==> src/rtl/pilha_if.sv <==
// Stack strobe/data bundle between the control unit (master) and the operand stack (slave).
interface pilha_if #(
  parameter int DATA_W = 16,
  parameter int SP_W   = 5
);
  logic              push;
  logic              pop;
  logic              controle_pilha;
  logic [DATA_W-1:0] data_pilha;
  logic [DATA_W-1:0] data_ula;
  logic [DATA_W-1:0] topo;
  logic [DATA_W-1:0] segundo;
  logic [SP_W-1:0]   sp;
  logic              vazia;
  logic              cheia;
  logic              pop_valid;
  logic [DATA_W-1:0] dado_pop;
  logic              erro_overflow;
  logic              erro_underflow;

  modport master (
    output push, pop, controle_pilha, data_pilha, data_ula,
    input  topo, segundo, sp, vazia, cheia, pop_valid, dado_pop,
           erro_overflow, erro_underflow
  );

  modport slave (
    input  push, pop, controle_pilha, data_pilha, data_ula,
    output topo, segundo, sp, vazia, cheia, pop_valid, dado_pop,
           erro_overflow, erro_underflow
  );
endinterface

==> src/rtl/pilha.sv <==
// Operand stack for the 16-bit stack processor: push / pop / replace-top, registered status.
// Optional sticky overflow/underflow flags are built only when PILHA_ERROS_EN is defined.
module pilha #(
  parameter int DATA_W = 16,
  parameter int DEPTH  = 16,
  parameter int SP_W   = 5
) (
  input logic   clock,
  input logic   reset,
  pilha_if.slave bus
);
  localparam logic [SP_W-1:0] ONE  = SP_W'(1);
  localparam logic [SP_W-1:0] TWO  = SP_W'(2);
  localparam logic [SP_W-1:0] FULL = SP_W'(DEPTH);

  logic [DEPTH-1:0][DATA_W-1:0] mem, mem_n;
  logic [SP_W-1:0]   sp_q, sp_n, sp_m1, nt, ns;
  logic [DATA_W-1:0] din, topo_q, segundo_q, dado_pop_q;
  logic              vazia_q, cheia_q, pop_valid_q, pop_acc;

  always_comb begin
    din     = bus.controle_pilha ? bus.data_ula : bus.data_pilha;
    mem_n   = mem;
    sp_n    = sp_q;
    pop_acc = 1'b0;
    sp_m1   = sp_q - ONE;
    case ({bus.push, bus.pop})
      2'b10: if (sp_q != FULL) begin
        mem_n[sp_q[SP_W-2:0]] = din;
        sp_n = sp_q + ONE;
      end
      2'b01: if (sp_q != '0) begin
        pop_acc = 1'b1;
        sp_n    = sp_m1;
      end
      2'b11: if (sp_q != '0) begin
        pop_acc = 1'b1;
        mem_n[sp_m1[SP_W-2:0]] = din;
      end else begin
        // Replace on empty degrades to a plain push.
        mem_n[0] = din;
        sp_n     = ONE;
      end
      default: ;
    endcase
    nt = sp_n - ONE;
    ns = sp_n - TWO;
  end

  always_ff @(posedge clock) begin
    if (reset) begin
      sp_q        <= '0;
      topo_q      <= '0;
      segundo_q   <= '0;
      vazia_q     <= 1'b1;
      cheia_q     <= 1'b0;
      pop_valid_q <= 1'b0;
      dado_pop_q  <= '0;
    end else begin
      mem         <= mem_n;
      sp_q        <= sp_n;
      // Top views come from next-state so they line up with sp.
      topo_q      <= (sp_n != '0) ? mem_n[nt[SP_W-2:0]] : '0;
      segundo_q   <= (sp_n >= TWO) ? mem_n[ns[SP_W-2:0]] : '0;
      vazia_q     <= (sp_n == '0);
      cheia_q     <= (sp_n == FULL);
      pop_valid_q <= pop_acc;
      if (pop_acc) dado_pop_q <= mem[sp_m1[SP_W-2:0]];
    end
  end

  assign bus.sp        = sp_q;
  assign bus.topo      = topo_q;
  assign bus.segundo   = segundo_q;
  assign bus.vazia     = vazia_q;
  assign bus.cheia     = cheia_q;
  assign bus.pop_valid = pop_valid_q;
  assign bus.dado_pop  = dado_pop_q;

`ifdef PILHA_ERROS_EN
  logic err_ovf, err_unf;
  always_ff @(posedge clock) begin
    if (reset) begin
      err_ovf <= 1'b0;
      err_unf <= 1'b0;
    end else begin
      if (bus.push && !bus.pop && sp_q == FULL) err_ovf <= 1'b1;
      if (bus.pop && sp_q == '0)                err_unf <= 1'b1;
    end
  end
  assign bus.erro_overflow  = err_ovf;
  assign bus.erro_underflow = err_unf;
`else
  assign bus.erro_overflow  = 1'b0;
  assign bus.erro_underflow = 1'b0;
`endif
endmodule

==> src/flat_wrapper.sv <==
// flat-port wrapper written by rule: the top's interface ports become plain ports
module pilha_flat 
#(
  parameter int DATA_W = 16,
  parameter int DEPTH  = 16,
  parameter int SP_W   = 5
)
  (clock, reset, bus_push, bus_pop, bus_controle_pilha, bus_data_pilha, bus_data_ula, bus_topo, bus_segundo, bus_sp, bus_vazia, bus_cheia, bus_pop_valid, bus_dado_pop, bus_erro_overflow, bus_erro_underflow);
  pilha_if #(.DATA_W(DATA_W), .SP_W(SP_W)) bus_i ();
  input logic clock;
  input logic reset;
  input wire logic [$bits(bus_i.push)-1:0] bus_push;
  input wire logic [$bits(bus_i.pop)-1:0] bus_pop;
  input wire logic [$bits(bus_i.controle_pilha)-1:0] bus_controle_pilha;
  input wire logic [$bits(bus_i.data_pilha)-1:0] bus_data_pilha;
  input wire logic [$bits(bus_i.data_ula)-1:0] bus_data_ula;
  output wire logic [$bits(bus_i.topo)-1:0] bus_topo;
  output wire logic [$bits(bus_i.segundo)-1:0] bus_segundo;
  output wire logic [$bits(bus_i.sp)-1:0] bus_sp;
  output wire logic [$bits(bus_i.vazia)-1:0] bus_vazia;
  output wire logic [$bits(bus_i.cheia)-1:0] bus_cheia;
  output wire logic [$bits(bus_i.pop_valid)-1:0] bus_pop_valid;
  output wire logic [$bits(bus_i.dado_pop)-1:0] bus_dado_pop;
  output wire logic [$bits(bus_i.erro_overflow)-1:0] bus_erro_overflow;
  output wire logic [$bits(bus_i.erro_underflow)-1:0] bus_erro_underflow;
  assign bus_i.push = bus_push;
  assign bus_i.pop = bus_pop;
  assign bus_i.controle_pilha = bus_controle_pilha;
  assign bus_i.data_pilha = bus_data_pilha;
  assign bus_i.data_ula = bus_data_ula;
  assign bus_topo = bus_i.topo;
  assign bus_segundo = bus_i.segundo;
  assign bus_sp = bus_i.sp;
  assign bus_vazia = bus_i.vazia;
  assign bus_cheia = bus_i.cheia;
  assign bus_pop_valid = bus_i.pop_valid;
  assign bus_dado_pop = bus_i.dado_pop;
  assign bus_erro_overflow = bus_i.erro_overflow;
  assign bus_erro_underflow = bus_i.erro_underflow;
  pilha #(.DATA_W(DATA_W), .DEPTH(DEPTH), .SP_W(SP_W)) u_core (.clock(clock), .reset(reset), .bus(bus_i));
endmodule
==> config.mk <==
export PLATFORM = sky130hd
export DESIGN_NAME = pilha_flat
export DESIGN_NICKNAME = d
export VERILOG_FILES = /design/src/rtl/pilha_if.sv /design/src/rtl/pilha.sv /design/src/flat_wrapper.sv
export SDC_FILE = /design/constraint.sdc
export NUM_CORES = 2
export LEC_CHECK = 0
export CAP_MARGIN = 20
export CELL_PAD_IN_SITES_DETAIL_PLACEMENT = 0
export CELL_PAD_IN_SITES_GLOBAL_PLACEMENT = 2
export CORE_MARGIN = 3
export CORE_UTILIZATION = 25
export CTS_CLUSTER_SIZE = 16
export DETAILED_ROUTE_END_ITERATION = 16
export GPL_ROUTABILITY_DRIVEN = 0
export PLACE_DENSITY = 0.63
export SLEW_MARGIN = 20
export SYNTH_ARGS = -nofsm -noshare
export SYNTH_HDL_FRONTEND = slang
export SYNTH_SLANG_ARGS = --single-unit
==> constraint.sdc <==
create_clock -name clock -period 10.4 [get_ports clock]
set_input_delay 1.56 -clock clock [delete_from_list [all_inputs] [get_ports clock]]
set_output_delay 1.56 -clock clock [all_outputs]
set_load 0.02 [all_outputs]
; Word-level counts from Yosys, hierarchy flattened
; Index checks and enable logic that the tools add are counted.
[op_classes]
n_addsub = 4
order_cmp = 7
n_eq_ne = 5
muxes = 23
n_bitwise = 2
reduce_logical = 8
[op_table]
columns = cell, n
row1 = $bwmux 256, 2
row2 = $pmux 256 s2, 1
row3 = $mux 256, 1
row4 = $mux 240, 1
row5 = $bmux 16 s4, 3
row6 = $demux 16 s4, 2
row7 = $mux 16, 7
row8 = $lt 4x5->1 const B, 4
row9 = $mux 5, 3
row10 = $pmux 5 s3, 1
row11 = $reduce_bool 5->1, 2
row12 = $ge 4x1->1 const B, 2
row13 = $reduce_or 2->1, 3
row14 = $add 5x1->5 const B, 1
row15 = $eq 5x5->1 const B, 1
row16 = $ge 5x2->1 const B, 1
row17 = $logic_not 5->1, 1
row18 = $ne 5x5->1 const B, 1
row19 = $sub 5x1->5 const B, 1
row20 = $eq 2x2->1 const B, 2
row21 = $sub 4x1->4 const B, 1
row22 = $sub 4x2->4 const B, 1
row23 = $eq 2x1->1 const B, 1
row24 = $logic_and 1x1->1, 2
row25 = 2 further kinds, 4
[totals]
regBits = 312
inputBits = 37
out_inout_bits = 58
elab_cells = 72

; Logic depth before layout (Yosys ltp)
[logic_depth]
depth_word = 10
depth_mapped = 24
mapped_depth_nobuf = 16

; Least setup slack after synthesis
; OpenSTA, ideal clock, no wires.
[synth_timing]
path_type = input to register
start = input port reset
end = register u_core.segundo_q[0], in the netlist u_core.bus.segundo[0]
setup_ps = 82
arrival_ps = 8562
required_ps = 10318
path_slack_ps = 1755
stages = 6
n_path_buf = 1
cell_sequence = inv_1 o21ai_1 clkbuf_1 nor4_1 o21ai_0 o2111ai_1
[synth_via]
elab_chain_cells = 1
[synth_lines]
columns = element, line_no
row1 = start: declaration, flat_wrapper.sv:11  ; input logic reset;
row2 = $reduce_or 2->1 (no line), -
row3 = end signal: assignment, pilha.sv:64  ; segundo_q <= (sp_n >= TWO) ? mem_n[ns[SP_W-2:0]] : '0;
row4 = end: declaration, pilha.sv:18  ; logic [DATA_W-1:0] din, topo_q, segundo_q, dado_pop_q;
; Every way passes these cells.
; A chain may end at the register's enable or synchronous reset.

; Final worst setup path
[layout_timing]
start = input port bus_pop
end = register u_core.segundo_q[2], in the netlist u_core.bus.segundo[2]
[layout_via]
elab_chain_cells = 5
[layout_lines]
columns = element, line_no
row1 = start: declaration, flat_wrapper.sv:13  ; input wire logic [$bits(bus_i.pop)-1:0] bus_pop;
row2 = $eq 2x2->1 / $eq 2x1->1 (equally long branches), pilha.sv:27  ; case ({bus.push, bus.pop})
row3 = $pmux 5 s3, pilha.sv:27
row4 = $sub 4x2->4 / $ge 5x2->1 (equally long branches), "pilha.sv:47, pilha.sv:64"
row5 = $bmux 16 s4 / $not 1->1 (equally long branches), -
row6 = $mux 16 (implied by the code) / $reduce_or 2->1 (equally long branches), -
; Several ways; a longest one is shown, not always the timed one. The select of a mux whose other input is x is not followed.

==> results.json <==
{
  "status": "completed",
  "port_buffers": 92,
  "antenna_found_initial": 1,
  "worstSkewPairLatency_ns": 0.58,
  "grt_overflow": 0,
  "p_comb_share_pct": 42.8,
  "h-tree-depth": 2,
  "vias_per_cell": 5.939,
  "track_usage_pct": 21.13,
  "p_int_mw": 3.175,
  "cts_resized": 0,
  "p_seq_share_pct": 30.5,
  "swShare_pct": 42.35,
  "end_kind": "register",
  "grt_pass1_wl_um": 140800,
  "fin_worst_skew_ns": 0.03182,
  "cts_buffers": 41,
  "netlist_top_cells_count": "281 x nor2_1, 256 x edfxtp_1, 218 x a21oi_1",
  "power_frac_clock_pct": 26.7,
  "cts-root-buf": "clkbuf_16",
  "totalWireLength_um": 99020,
  "grt.met1_usage_pct": 28.31,
  "finalNonFillerCells": 3388,
  "ys_seq_elements": 312,
  "power.total_mw": 5.506,
  "vdd_drop_max_mv": 0.09404,
  "muxShareOfSynthArea_pct": 14.45,
  "dp.cells": 3311,
  "worstPathRequired_ns": 10.85,
  "fin_nets": 2259,
  "dieHeight_um": 299.9,
  "synth_top_family_by_area": "compound AO/OA/AOI/OAI gates",
  "yosysWarnings": 0,
  "hp-class": "register to register",
  "synthAdderAreaFrac_pct": 0.6375,
  "avgSynthCellArea_sq_um": 9.664,
  "initial_core_util_pct": 25.28,
  "p_switching_mw": 2.332,
  "path_clk_slew_ns": 0.06,
  "utilization_pct": 29.23,
  "synth_xor_area_share_pct": 0.2724,
  "grt_max_degree": 81,
  "die_w_um": 299.9,
  "dr.pass1.iters": 6,
  "yosys.area_share.simple_pct": 12.85,
  "global_route.usage.met2_pct": 34.50,
  "synth_top_cell_by_area": "edfxtp_1",
  "syn_inst": 2234,
  "yosysTopAreaCellShare_pct": 35.61,
  "drv_slew": 0,
  "finalSetupViolCount": 0,
  "clock_sinks": 312,
  "p_leak_nw": 8.179,
  "n_antenna_cell": 0,
  "drt_iter0_drc": 2326,
  "synth.most_common_cell": "nor2_1",
  "cp.arrival_ns": 6.97,
  "io_pins": 95,
  "area_growth_pct": 15.65,
  "cts_tree": "yes",
  "cap_violations": 0,
  "fin_crit_sh_pct": 62.68,
  "rsz0062_at_grt": "no",
  "synth_ff_type": "edfxtp_1",
  "grt-busiest-layer": "met2",
  "vias": 20120,
  "postCtsSetupBuffers": 0,
  "synth-async-reset-ratio_pct": 0,
  "avgRoutedWirePerCell_um": 29.23,
  "ant_nets": 0,
  "criticalPathCategory": "input pin to register",
  "startpoint_type": "input pin",
  "fin_crit_ns": 6.518,
  "hpwlAfterDp_um": 65570,
  "p_per_area_nw_per_um2": 220.5,
  "drive_gt1_share_pct": 15.20,
  "synth-edff-count": 256,
  "fin_tns_setup_ns": 0,
  "fp.dieArea_sq_um": 89920,
  "hold_viol_final": 0,
  "synth-compound-area-share_pct": 25.12,
  "first_global_vias": 19090,
  "ys_types": 92,
  "hold_buffers": 0,
  "clock.fmax_mhz": 153.4,
  "ys_top_cells_by_area": "edfxtp_1 36%, mux4_2 6.8%, a211oi_1 5.4%, dfxtp_1 5.2%, a21oi_1 5.1%",
  "yosysSeqAreaShare_pct": 40.80,
  "core_area_sq_um": 85410,
  "worst-path-max-fanout": 40,
  "tightest_slew_ns": 1.186,
  "relSlewSlack_pct": 20.97,
  "drc": 0,
  "syn_area_sq_um": 21590,
  "fillers": 8992,
  "cts.path.max_buffers": 3,
  "grt_use_met3_pct": 2.607,
  "rows": 107
}
placed cells by master, fill, tap and decap left out, types with 12 or more instances in the layout:
master,Yosys,layout
inv_1,45,43
nand2_1,82,82
clkbuf_16,0,43
o21ai_0,84,84
o211ai_1,17,17
nor4_1,15,15
o2111ai_1,22,20
a211oi_1,155,155
nor3_1,86,85
a21oi_1,218,218
clkdlybuf4s50_1,0,90
mux2i_2,2,18
o311ai_0,15,15
or3_1,21,21
and2_1,13,13
nand3_1,42,42
o22ai_1,95,95
a221oi_1,12,12
o221ai_1,15,15
dfxtp_1,56,55
mux2_2,74,74
buf_4,14,80
a311oi_1,20,20
edfxtp_1,256,256
nand2b_1,17,17
a211o_1,17,17
mux4_2,65,65
nor2_1,281,279
mux2i_1,78,62
cells by family (layout without fill, tap and decap cells):
logic type                 Yosys count  after routing
and+or+nand+nor                    599            599
buffers and inverters              287            296
muxes                              220            220
other                                1              2
adders and majority gates           11             11
xor gates and xnor gates             5              5
AOI/OAI and AO/OA                  799            799
DFF                                312            312
sequential cells by signal, indices dropped and copies added, names as in the netlist:
name                  cells
u_core.bus.topo          16
u_core.bus.vazia          1
u_core.mem              256
u_core.bus.pop_valid      1
u_core.bus.dado_pop      16
u_core.bus.sp             5
u_core.bus.segundo       16
u_core.bus.cheia          1
worst paths after layout:
path,start,endpoint,slack (ns),depth (start not counted)
worst max-delay path,bus_pop,u_core.bus.segundo[2]$_SDFF_PP0_,3.88,13
worst min-delay path,u_core.bus.dado_pop[8]$_SDFFE_PP0P_,u_core.bus.dado_pop[8]$_SDFFE_PP0P_,0.50,2
worst max register to register,u_core.bus.sp[1]$_SDFF_PP0_,u_core.bus.segundo[2]$_SDFF_PP0_,3.93,16
worst min register to register,u_core.bus.dado_pop[8]$_SDFFE_PP0P_,u_core.bus.dado_pop[8]$_SDFFE_PP0P_,0.50,2
cell type report:
type	count	area, sq um	share of cell area (%)
Multi-Input combinational cell	1636	11670	46.73
Clock inverter	20	203.9	0.8168
Timing Repair Buffer	173	1523	6.099
Inverter	47	186.4	0.7467
Clock buffer	56	1145	4.585
Sequential cell	312	8812	35.29
Tap cell	1144	1431	5.733
metal layers:
layer | routed length (um) | part of all wire, %
met1 | 41990 | 42
met2 | 46350 | 47
met3 | 6617 | 6.7
met4 | 4067 | 4.1
met5 | 0 | 0
power groups by stage:
stage	Sequential [mW]	Combinational [mW]	Clock, mW
after global placement	1.70	2.33	0
after detailed placement	1.70	2.33	0
after CTS	1.68	2.34	1.51
after global routing	1.69	2.48	1.54
after floorplan	1.70	1.36	0
final	1.68	2.36	1.47
worst max-delay path, cell delays in order:
cell             delay (ns)
clkdlybuf4s50_1        0.42
buf_4                  0.23
or2_2                  0.33
a31oi_1                0.46
nor2_4                 0.06
buf_4                  0.29
inv_4                  0.54
buf_4                  0.57
nand2b_1               0.70
and2_1                 0.78
a211oi_1               0.36
a21oi_1                0.12
a32oi_1                0.43
metrics by stage:
| step | worst slack [ns] | hold slack, ns | instance area [sq um] |
|---|---|---|---|
| 2_1_floorplan | 1.755 | 0.5527 | 21590 |
| 3_3_place_gp | 3.506 | 0.4948 | 23610 |
| 3_5_place_dp | 3.492 | 0.4939 | 23610 |
| 4_1_cts | 4.083 | 0.5023 | 24960 |
| 5_1_grt | 3.681 | 0.5225 | 24970 |
| 6_report | 3.882 | 0.4977 | 24970 |
Power figures use the tool's default switching activity.
